File: config.mk
export PLATFORM = sky130hd
export DESIGN_NAME = receiver_ic
export DESIGN_NICKNAME = d
export VERILOG_FILES = /design/src/rtl/pcid_link_pkg.sv /design/src/rtl/receiver_mem.sv /design/src/rtl/receiver_ic.sv
export SDC_FILE = /design/constraint.sdc
export NUM_CORES = 1
export LEC_CHECK = 0
export CORE_AREA = 2 2 163 125
export DETAILED_ROUTE_END_ITERATION = 10
export DIE_AREA = 0 0 165 127
export PLACE_DENSITY_LB_ADDON = 0.1
export SYNTH_ARGS = -nofsm -noshare
export SYNTH_HDL_FRONTEND = slang
export SYNTH_SLANG_ARGS = --single-unit
File: constraint.sdc
create_clock -name clk -period 2.8 [get_ports clk]
set_input_delay 0.56 -clock clk [delete_from_list [all_inputs] [get_ports clk]]
set_output_delay 0.56 -clock clk [all_outputs]
set_load 0.05 [all_outputs]
File: src/rtl/pcid_link_pkg.sv
// Definitions shared by both ends of the Request/Ack word-transfer link.
package pcid_link_pkg;

    localparam int PCID_DATA_WIDTH = 16;
    localparam int PCID_DEPTH      = 16;

    typedef enum logic {
        ST_IDLE = 1'b0,
        ST_ACK  = 1'b1
    } rx_state_e;

endpackage

File: src/rtl/receiver_mem.sv
// Frame buffer: DEPTH x DATA_WIDTH register file with one write port,
// one registered read port and asynchronous clear.
module receiver_mem #(
    parameter int DATA_WIDTH = 16,
    parameter int DEPTH      = 16,
    parameter int ADDR_WIDTH = 4
) (
    input  logic                  clk,
    input  logic                  rst_n,
    input  logic                  we_i,
    input  logic [ADDR_WIDTH-1:0] waddr_i,
    input  logic [DATA_WIDTH-1:0] wdata_i,
    input  logic [ADDR_WIDTH-1:0] raddr_i,
    output logic [DATA_WIDTH-1:0] rdata_o
);

    logic [DATA_WIDTH-1:0] mem_q [DEPTH];
    logic [DATA_WIDTH-1:0] rdata_q;

    // Storage array; cleared on reset, one word written per enabled cycle.
    always_ff @(posedge clk or negedge rst_n) begin
        if (!rst_n) begin
            for (int i = 0; i < DEPTH; i++) begin
                mem_q[i] <= '0;
            end
        end else if (we_i) begin
            mem_q[waddr_i] <= wdata_i;
        end
    end

    // Registered read; a write to the same address this cycle returns the old word.
    always_ff @(posedge clk or negedge rst_n) begin
        if (!rst_n) begin
            rdata_q <= '0;
        end else begin
            rdata_q <= mem_q[raddr_i];
        end
    end

    assign rdata_o = rdata_q;

endmodule

File: src/rtl/receiver_ic.sv
// Receiving end of the Request/Ack link: captures one word per four-phase
// handshake into the frame buffer and tracks frame completion.
//
//  state   | meaning
//  --------+-----------------------------------------------------------
//  ST_IDLE | waiting for Request; a Request (without start) captures a word
//  ST_ACK  | word captured, Ack held high until the sender drops Request
module receiver_ic
    import pcid_link_pkg::*;
#(
    parameter int DATA_WIDTH = PCID_DATA_WIDTH,
    parameter int DEPTH      = PCID_DEPTH,
    parameter int ADDR_WIDTH = 4
) (
    input  logic                  clk,
    input  logic                  Reset,
    input  logic                  start,
    input  logic                  Request,
    input  logic [DATA_WIDTH-1:0] rcvDataIn,
    output logic                  Ack,
    input  logic [ADDR_WIDTH-1:0] rdAddr,
    output logic [DATA_WIDTH-1:0] rdData,
    output logic                  frameDone,
    output logic                  frameValid,
    output logic [ADDR_WIDTH:0]   wordCount
);

    localparam logic [ADDR_WIDTH:0] CNT_FULL = (ADDR_WIDTH+1)'(DEPTH);
    localparam logic [ADDR_WIDTH:0] CNT_LAST = (ADDR_WIDTH+1)'(DEPTH - 1);
    localparam logic [ADDR_WIDTH:0] CNT_ONE  = (ADDR_WIDTH+1)'(1);

    rx_state_e             state_q, state_d;
    logic [ADDR_WIDTH-1:0] wr_ptr_q, wr_ptr_d;
    logic [ADDR_WIDTH:0]   cnt_q, cnt_d;
    logic                  valid_q, valid_d;
    logic                  done_q, done_d;
    logic                  wr_en;

    // State, pointer and frame-status registers.
    always_ff @(posedge clk or negedge Reset) begin
        if (!Reset) begin
            state_q  <= ST_IDLE;
            wr_ptr_q <= '0;
            cnt_q    <= '0;
            valid_q  <= 1'b0;
            done_q   <= 1'b0;
        end else begin
            state_q  <= state_d;
            wr_ptr_q <= wr_ptr_d;
            cnt_q    <= cnt_d;
            valid_q  <= valid_d;
            done_q   <= done_d;
        end
    end

    // Handshake FSM and capture bookkeeping; start overrides pointer/count
    // but leaves the handshake state alone.
    always_comb begin
        state_d  = state_q;
        wr_ptr_d = wr_ptr_q;
        cnt_d    = cnt_q;
        valid_d  = valid_q;
        done_d   = 1'b0;
        wr_en    = 1'b0;

        case (state_q)
            ST_IDLE: begin
                if (Request && !start) begin
                    wr_en    = 1'b1;
                    // DEPTH is a power of two, so the natural overflow wraps to 0.
                    wr_ptr_d = wr_ptr_q + 1'b1;
                    state_d  = ST_ACK;
                    if (cnt_q == CNT_FULL) begin
                        cnt_d   = CNT_ONE;
                        valid_d = 1'b0;
                    end else begin
                        cnt_d = cnt_q + 1'b1;
                        if (cnt_q == CNT_LAST) begin
                            valid_d = 1'b1;
                            done_d  = 1'b1;
                        end
                    end
                end
            end
            ST_ACK: begin
                if (!Request) begin
                    state_d = ST_IDLE;
                end
            end
        endcase

        if (start) begin
            wr_ptr_d = '0;
            cnt_d    = '0;
            valid_d  = 1'b0;
        end
    end

    receiver_mem #(
        .DATA_WIDTH(DATA_WIDTH),
        .DEPTH     (DEPTH),
        .ADDR_WIDTH(ADDR_WIDTH)
    ) u_mem (
        .clk    (clk),
        .rst_n  (Reset),
        .we_i   (wr_en),
        .waddr_i(wr_ptr_q),
        .wdata_i(rcvDataIn),
        .raddr_i(rdAddr),
        .rdata_o(rdData)
    );

    assign Ack        = (state_q == ST_ACK);
    assign frameDone  = done_q;
    assign frameValid = valid_q;
    assign wordCount  = cnt_q;

endmodule

==> results.py, run 1 <==
metrics = {
    "status": {
        "status": "finished clean",
    },
    "sta": {
        "worstMarginPinSlew_ps": 1060,
        "rsz0062_at_grt": "false",
        "min_period_ps": 2440,
        "slew_viol_final": 0,
        "setup_violations": 0,
        "slew_headroom": 0.296,
        "skew_ps": 13.2,
        "layout_worst_path_cycle_share": 0.873,
        "max_freq_ghz": 0.409,
        "worst_slack_ps": 356,
        "hold_viol_final": 0,
        "setup_tns_ps": 0,
    },
    "critical_path": {
        "cp_num_buf_inv": 1,
        "crit_arrival_ps": 1880,
        "crit_type": "reg2out",
        "cpPeakStageDelay_ps": 860,
        "cp_max_fo": 7,
        "r2r_start": "wr_ptr_q[2]",
        "startpoint_type": "flip-flop",
        "cp_data_required_time_ps": 2240,
        "crit_family": "buffers and inverters",
        "cp-end-kind": "primary output",
        "worstSetupStartpoint": "Ack",
        "slowest_stage": "clkdlybuf4s50_1",
        "cp_cell_sequence": "clkdlybuf4s50_1",
    },
    "drt": {
        "num_vias": 7268,
        "drc": 0,
        "routed_wl_um": 29300,
        "routedWlPerCell_um": 26.3,
        "initialDrtViolationCount": 498,
        "wl_met1_um": 12700,
        "routed-wl-met3_um": 1410,
        "route.antenna.remaining_nets": 0,
        "dr.max_layer_used": "met4",
        "dr.pass1.iters": 4,
        "viasPerCell": 6.52,
        "wl_met2_um": 14500,
    },
    "clock_network": {
        "post_cts_buffers": 0,
        "post_cts_resized": 0,
        "h-tree-depth": 1,
        "clockBufferDepth": 3,
        "clkLatencyLatePin_ps": 530,
        "clk_pin_slew_worst_paths_ps": 70,
        "cts_hold_buf": 0,
        "root_buffer": "clkbuf_16",
        "cts_buffers": 26,
        "cts_tree": "built",
        "numClockSinks": 284,
    },
    "yosys": {
        "synth_area_leaders": "dfrtp_1, mux2_2, mux4_2, a22oi_1, buf_2",
        "ys_types": 34,
        "synth_fp_nets": 815,
        "ys_async_sr_fraction": 1.00,
        "synth_seq_cells": 284,
        "synthFlopType": "dfrtp_1",
        "synth_top_area_cell": "dfrtp_1",
        "ys_seq_area_frac": 0.566,
        "ys_warn_count": 0,
        "netlist.area_leader.share": 0.566,
        "synth_edf_count": 0,
        "syn_inst": 784,
        "synth_area_um2": 12600,
        "post_synth.cell_area_avg_um2": 16.0,
    },
    "global_route": {
        "grt_pass1_wl_um": 45800,
        "grt_max_degree": 91,
        "antenna_found_initial": 0,
        "grt-ovfl-total": 0,
        "grtUsageTotal": 0.294,
        "grt_pass1_vias": 7819,
    },
    "place": {
        "pre_cts_ws_ps": 339,
        "gp_congestion": 0.808,
        "port_buffers": 47,
        "hpwl_um": 18300,
    },
    "die": {
        "rows": 44,
        "die_area_um2": 21000,
        "io_pins": 48,
        "initial_core_util": 0.654,
        "core_um2": 19200,
        "die_w_um": 165,
        "die_y_um": 127,
    },
    "final_layout": {
        "mostFrequentLayoutCells": "dfrtp_1, mux2_2, mux4_2",
        "layout_commonest_cell": "dfrtp_1",
        "drive_above_1_share": 0.495,
        "antennaDiodeCount": 0,
        "area_growth_pct": 15.0,
        "fin_nets": 874,
        "fill_cells": 1136,
    },
    "power_and_ir_drop": {
        "power_frac_seq": 0.491,
        "p_comb_frac": 0.091,
        "p_per_area_nw_per_um2": 629,
        "swShare": 0.228,
        "peakVddDrop_mv": 0.466,
        "switchingPower_uw": 2070,
        "p_clk_frac": 0.418,
        "p_leak_uw": 0.00706,
        "p_int_uw": 7010,
    },
    "worst_hold_path": {
        "min_path_type": "in2async",
    },
    "job": {
        "cap_violations": 0,
    },
}
kinds of logic (layout without fill, tap and decap cells):
family,Yosys count,after routing,share of synthesized area
simple gates,61,61,0.0351
mux,320,320,0.344
buf+inv,66,143,0.0226
fa+ha+maj,7,7,0.00697
xor+xnor,1,1,0.000697
compound gates,45,45,0.0247
flops,284,284,0.566
path summary, 6_finish.rpt:
path,to,slack [ps],cells past startpoint
worst min-delay path,u_mem.mem_q[46],30,1
worst max-delay path,Ack,360,1
max in group asynchronous,u_mem.mem_q[181],1920,2
worst max register to register,u_mem.mem_q[85],670,4
min in group clk,u_mem.mem_q[25],500,1
worst min register to register,u_mem.mem_q[25],500,1
cell type report:
class                      instances  area, µm²  share of cell area
clock buffer                      37        773              0.0535
clock inverter                     9        148              0.0102
sequential                       284       7110               0.492
tap                              253        317              0.0219
inverter                           7       26.3             0.00182
timing repair buffer              90        878              0.0608
multi-input combinational        434       5190               0.360
synthesized netlist by cell type, drive strengths merged, types with 2 or more instances:
cell type    n
dfrtp      284
mux2       256
mux4        64
a22oi       32
clkbuf      31
buf         28
nand2       23
a21oi        8
ha           7
inv          7
nand4b       6
nand3        5
nand3b       5
nand4        4
and3         3
nor2         3
nor2b        3
o21ai        3
or3          2
stage by stage:
stage / std cells / total power [µW] / util / instance area (µm²) / hold WS [ps]
2_1_floorplan: 784 / 5000 / - / 12600 / 264
3_3_place_gp: 1068 / 5290 / 0.704 / 13500 / 481
3_5_place_dp: 1068 / 5350 / 0.704 / 13500 / 487
4_1_cts: 1114 / 9120 / 0.752 / 14400 / 88.0
5_1_grt: 1114 / 9370 / 0.752 / 14400 / 93.7
6_report: 1114 / 9080 / 0.752 / 14400 / 29.3
worst register-to-register path: stages, from the launching register on:
cell and delay (ps):
dfrtp_1 630, nor4b_4 660, nand3_2 170, buf_4 240, mux2_2 300
sequential cells by signal, indices dropped and copies added (netlist names):
name	count
u_mem.mem_q	256
u_mem.rdata_o	16
wordCount	5
wr_ptr_q	4
Ack	1
frameDone	1
frameValid	1
power groups by stage:
stage          registers [µW]  logic [µW]  clock network, µW
2_1_floorplan            4550         451                  0
3_3_place_gp             4500         797                  0
3_5_place_dp             4520         828                  0
4_1_cts                  4450         836               3830
5_1_grt                  4470         890               4010
6_report                 4460         826               3790
layer usage:
layer	up-vias	track usage
met1	3954	0.432
met4	0	0.0747
li1	3041	-
met2	222	0.473
met3	51	0.0442
met5	-	0
Note: power is estimated with default switching activity, not from simulation.
==> inputs of run 2 (changes only) <==
CORE_AREA = 3 3 164 126   (was 2 2 163 125)
DIE_AREA = 0 0 167 129   (was 0 0 165 127)
==> run 2 against run 1 <==
  * Flip-flop and latch count is the same
  * Fmax grew 0.38%
  * Clock skew shrank 1.4 ps
  * Combinational power shrank 0.7%
  * Via count shrank 0.17%
  * Sequential power is essentially flat
  * Non-clock buffer count shrank 3
  * Sequential share of layout area grew 0.068 points
  * Hold slack gained 24 ps
  * First-iteration DRC count grew 17%
  * Largest power group unchanged
==> results.py, run 2 (synthesis gave the netlist of run 1 again) <==
metrics = {
    "global_route": {
        "grt_pass1_wl_um": 45500,
        "grtUsageTotal": 0.279,
        "grt-ovfl-total": 0,
        "grt.met1_usage": 0.392,
        "antenna_found_initial": 1,
        "grt.busiest_layer": "met2",
        "grt_max_degree": 93,
        "grt_util_met3": 0.0550,
        "grt_pass1_vias": 7791,
        "grtUsageMet2": 0.463,
    },
    "final_layout": {
        "top_register": "u_mem.mem_q",
        "largest_reg_flops": 256,
        "drive_above_1_share": 0.492,
        "design_area_um2": 14400,
        "area_growth_pct": 14.8,
        "mostFrequentLayoutCells": "dfrtp_1, mux2_2, mux4_2",
        "layout_commonest_cell": "dfrtp_1",
        "fin_nets": 871,
    },
    "clock_network": {
        "cts_tree": "built",
        "root_buffer": "clkbuf_16",
        "cts_hold_buf": 0,
        "h-tree-depth": 1,
        "clkLatencyLatePin_ps": 520,
        "cts_buffers": 26,
        "clk_pin_slew_worst_paths_ps": 60,
        "post_cts_resized": 0,
        "clockBufferDepth": 3,
        "post_cts_buffers": 0,
        "numClockSinks": 284,
    },
    "sta": {
        "min_period_ps": 2430,
        "skew_ps": 11.8,
        "hold-worst-slack_ps": 53.7,
        "setup_violations": 0,
        "worstMarginPinSlew_ps": 1060,
        "slew_headroom": 0.291,
        "layout_worst_path_cycle_share": 0.870,
        "worst_slack_ps": 365,
        "rsz0062_at_grt": "false",
        "max_freq_ghz": 0.411,
        "slew_viol_final": 0,
        "setup_tns_ps": 0,
        "hold_viol_final": 0,
    },
    "critical_path": {
        "crit_type": "reg2out",
        "slowest_stage": "clkdlybuf4s50_1",
        "cp_data_required_time_ps": 2240,
        "crit_family": "buffers and inverters",
        "cp_max_fo": 7,
        "cpPeakStageDelay_ps": 860,
        "cp-end-kind": "primary output",
        "crit_arrival_ps": 1870,
        "startpoint_type": "flip-flop",
        "cp_num_buf_inv": 1,
        "cp_cell_sequence": "clkdlybuf4s50_1",
    },
    "drt": {
        "initialDrtViolationCount": 585,
        "route.antenna.remaining_nets": 0,
        "routedWlPerCell_um": 26.4,
        "viasPerCell": 6.52,
        "dr.pass1.iters": 5,
        "num_vias": 7256,
        "routed_wl_um": 29300,
        "drc": 0,
    },
    "place": {
        "pre_cts_ws_ps": 281,
        "dpl_cell_area_um2": 13500,
        "port_buffers": 47,
        "gp_congestion": 0.776,
        "hpwl_um": 18100,
    },
    "die": {
        "die_area_um2": 21500,
        "io_pins": 48,
        "die_y_um": 129,
        "rows": 44,
        "core_um2": 19200,
        "initial_core_util": 0.654,
        "die_w_um": 167,
    },
    "power_and_ir_drop": {
        "p_leak_uw": 0.00705,
        "p_per_area_nw_per_um2": 620,
        "peakVddDrop_mv": 0.602,
    },
    "job": {
        "cap_violations": 0,
    },
    "status": {
        "status": "finished clean",
    },
    "worst_hold_path": {
        "min_path_type": "in2async",
    },
}
[run 2: power breakdown]
part           internal, µW  switching [µW]
clock                  2190            1470
combinational           392             428
sequential             4330             120
total                  6920            2020
[run 2: final timing paths]
| check | depth (start not counted) | endpoint | from | slack (ps) |
|---|---|---|---|---|
| min in group clk | 1 | u_mem.mem_q[209] | u_mem.mem_q[209] | 500 |
| hold reg to reg | 1 | u_mem.mem_q[209] | u_mem.mem_q[209] | 500 |
| max in group asynchronous | 2 | u_mem.mem_q[103] | Reset | 1970 |
| setup reg to reg | 4 | u_mem.mem_q[102] | wr_ptr_q[2] | 700 |
| setup / recovery | 1 | Ack | Ack | 370 |
| hold / removal | 1 | u_mem.mem_q[115] | Reset | 50 |
[run 2: cell type report]
| class | count | area (µm²) |
|---|---|---|
| clock buffer | 45 | 873 |
| clock inverter | 2 | 35.0 |
| antenna | 1 | 2.50 |
| timing repair buffer | 87 | 868 |
| inverter | 7 | 26.3 |
| multi-input combinational | 434 | 5190 |
| fill | 1137 | 4790 |
| sequential | 284 | 7110 |
| tap | 253 | 317 |
[run 2: through the flow]
stage / total power (µW) / instances / utilization
detailed placement: 5340 / 1065 / 0.703
finish: 8930 / 1113 / 0.751
floorplan: 5000 / 784 / -
global route: 9240 / 1112 / 0.750
CTS: 9000 / 1112 / 0.750
global placement: 5290 / 1065 / 0.703
[run 2: metal layers]
layer | vias up | wire length (µm)
li1 | 3039 | -
met1 | 3945 | 12700
met2 | 224 | 14400
met3 | 46 | 1580
met4 | 2 | 636
met5 | - | 8
==> inputs of run 3 (changes only) <==
CTS_CLUSTER_SIZE = 40   (was default)
PLACE_DENSITY = 0.92   (was default)
PLACE_DENSITY_LB_ADDON = default   (was 0.1)
==> run 3 against run 2 <==
  * First-iteration DRC count grew 8.9%
  * Via count grew 2.9%
  * Highest routed layer is now met4
  * Clock-buffer cell count shrank 7
  * Non-clock buffer count shrank 3
==> results.py, run 3 (synthesis gave the netlist of run 1 again) <==
metrics = {
    "final_layout": {
        "drive_above_1_share": 0.494,
        "antennaDiodeCount": 0,
        "fin_nets": 869,
        "layout_commonest_cell": "dfrtp_1",
        "utilization": 0.748,
        "fill_cells": 1066,
        "area_growth_pct": 14.4,
        "mostFrequentLayoutCells": "dfrtp_1, mux2_2, mux4_2",
        "largest_reg_flops": 256,
        "fin_cells": 1110,
        "top_register": "u_mem.mem_q",
    },
    "place": {
        "gp_congestion": 0.793,
        "hpwl_um": 18600,
        "place_inst": 1062,
        "port_buffers": 47,
    },
    "die": {
        "die_area_um2": 21500,
        "io_pins": 48,
        "die_y_um": 129,
        "die_w_um": 167,
        "core_um2": 19200,
        "rows": 44,
        "initial_core_util": 0.654,
    },
    "status": {
        "status": "finished clean",
    },
    "critical_path": {
        "cp_max_fo": 7,
        "crit_type": "reg2out",
        "crit_arrival_ps": 1910,
        "cp_data_required_time_ps": 2240,
        "cp_cell_sequence": "clkdlybuf4s50_1",
        "cp-end-kind": "primary output",
        "slowest_stage": "clkdlybuf4s50_1",
        "crit_family": "buffers and inverters",
        "cp_num_buf_inv": 1,
        "startpoint_type": "flip-flop",
        "cpPeakStageDelay_ps": 880,
    },
    "global_route": {
        "grtUsageMet2": 0.486,
        "antenna_found_initial": 0,
        "grt_max_degree": 84,
        "grt_util_met3": 0.0494,
        "grtUsageTotal": 0.290,
        "grt_pass1_wl_um": 47800,
        "grt.met1_usage": 0.396,
        "grt.busiest_layer": "met2",
        "grt_pass1_vias": 8231,
        "grt-ovfl-total": 0,
    },
    "clock_network": {
        "post_cts_resized": 0,
        "clockBufferDepth": 3,
        "cts_buffers": 27,
        "clkLatencyLatePin_ps": 540,
        "post_cts_buffers": 0,
        "root_buffer": "clkbuf_16",
        "cts_hold_buf": 0,
        "cts_tree": "built",
        "clk_pin_slew_worst_paths_ps": 60,
        "h-tree-depth": 1,
        "numClockSinks": 284,
    },
    "sta": {
        "rsz0062_at_grt": "false",
        "max_freq_ghz": 0.406,
        "setup_tns_ps": 0,
        "worstMarginPinSlew_ps": 713,
        "slew_viol_final": 0,
        "slew_headroom": 0.525,
        "hold_viol_final": 0,
        "skew_ps": 18.8,
        "min_period_ps": 2470,
        "setup_violations": 0,
        "hold-worst-slack_ps": 6.28,
        "layout_worst_path_cycle_share": 0.881,
    },
    "power_and_ir_drop": {
        "p_leak_uw": 0.00703,
        "p_comb_frac": 0.095,
        "p_per_area_nw_per_um2": 613,
        "power_frac_seq": 0.506,
        "p_int_uw": 6700,
        "switchingPower_uw": 2110,
        "peakVddDrop_mv": 0.459,
        "p_clk_frac": 0.398,
        "swShare": 0.240,
    },
    "drt": {
        "dr.pass1.iters": 5,
        "drc": 0,
        "route.antenna.remaining_nets": 0,
        "num_vias": 7466,
        "viasPerCell": 6.73,
        "routedWlPerCell_um": 27.4,
        "initialDrtViolationCount": 637,
        "routed_wl_um": 30400,
    },
    "worst_hold_path": {
        "min_path_type": "in2async",
    },
    "job": {
        "cap_violations": 0,
    },
}
[run 3: cell types whose count changed in the layout (fill, tap and decap cells not counted), sizes merged]
cell    before  now
buf         43   40
diode        1    0
clkinv       1   10
bufinv       1    0
clkbuf      45   38
[run 3: cell type report]
cell class | count | area (µm²) | share of cell area
clock buffers | 38 | 797 | 0.0554
well taps | 253 | 317 | 0.0220
multi-input cells | 434 | 5190 | 0.361
inverters | 7 | 26.3 | 0.00183
clock inverters | 10 | 53.8 | 0.00374
flip-flops and latches | 284 | 7110 | 0.494
repair buffers | 84 | 883 | 0.0615
[run 3: power groups by stage]
stage / registers (µW) / logic (µW) / clock network (µW)
floorplan: 4550 / 451 / 0
global placement: 4490 / 794 / 0
detailed placement: 4530 / 838 / 0
CTS: 4460 / 851 / 3540
global route: 4480 / 893 / 3720
finish: 4460 / 842 / 3510
[run 3: path summary, 6_finish.rpt]
| kind | start | slack, ps | cells after the start | end |
|---|---|---|---|---|
| worst max-delay path | Ack | 330 | 1 | Ack |
| worst min-delay path | Reset | 6 | 1 | u_mem.mem_q[37] |
| worst max register to register | wr_ptr_q[2] | 600 | 4 | u_mem.mem_q[122] |
| worst min register to register | u_mem.mem_q[142] | 500 | 1 | u_mem.mem_q[142] |
| max in group asynchronous | Reset | 1960 | 2 | u_mem.mem_q[150] |
| min in group clk | u_mem.mem_q[142] | 500 | 1 | u_mem.mem_q[142] |
[run 3: through the flow]
step	total power (µW)	area, µm²	worst slack [ps]
after CTS	8850	14400	327
after floorplan	5000	12600	828
final	8820	14400	334
after global routing	9100	14400	301
after detailed placement	5370	13500	160
after global placement	5290	13500	260
[run 3: layer usage]
metal	up-vias	part of all wire
met4	0	0.032
met3	81	0.064
li1	3040	-
met2	346	0.50
met5	-	0
met1	3999	0.41
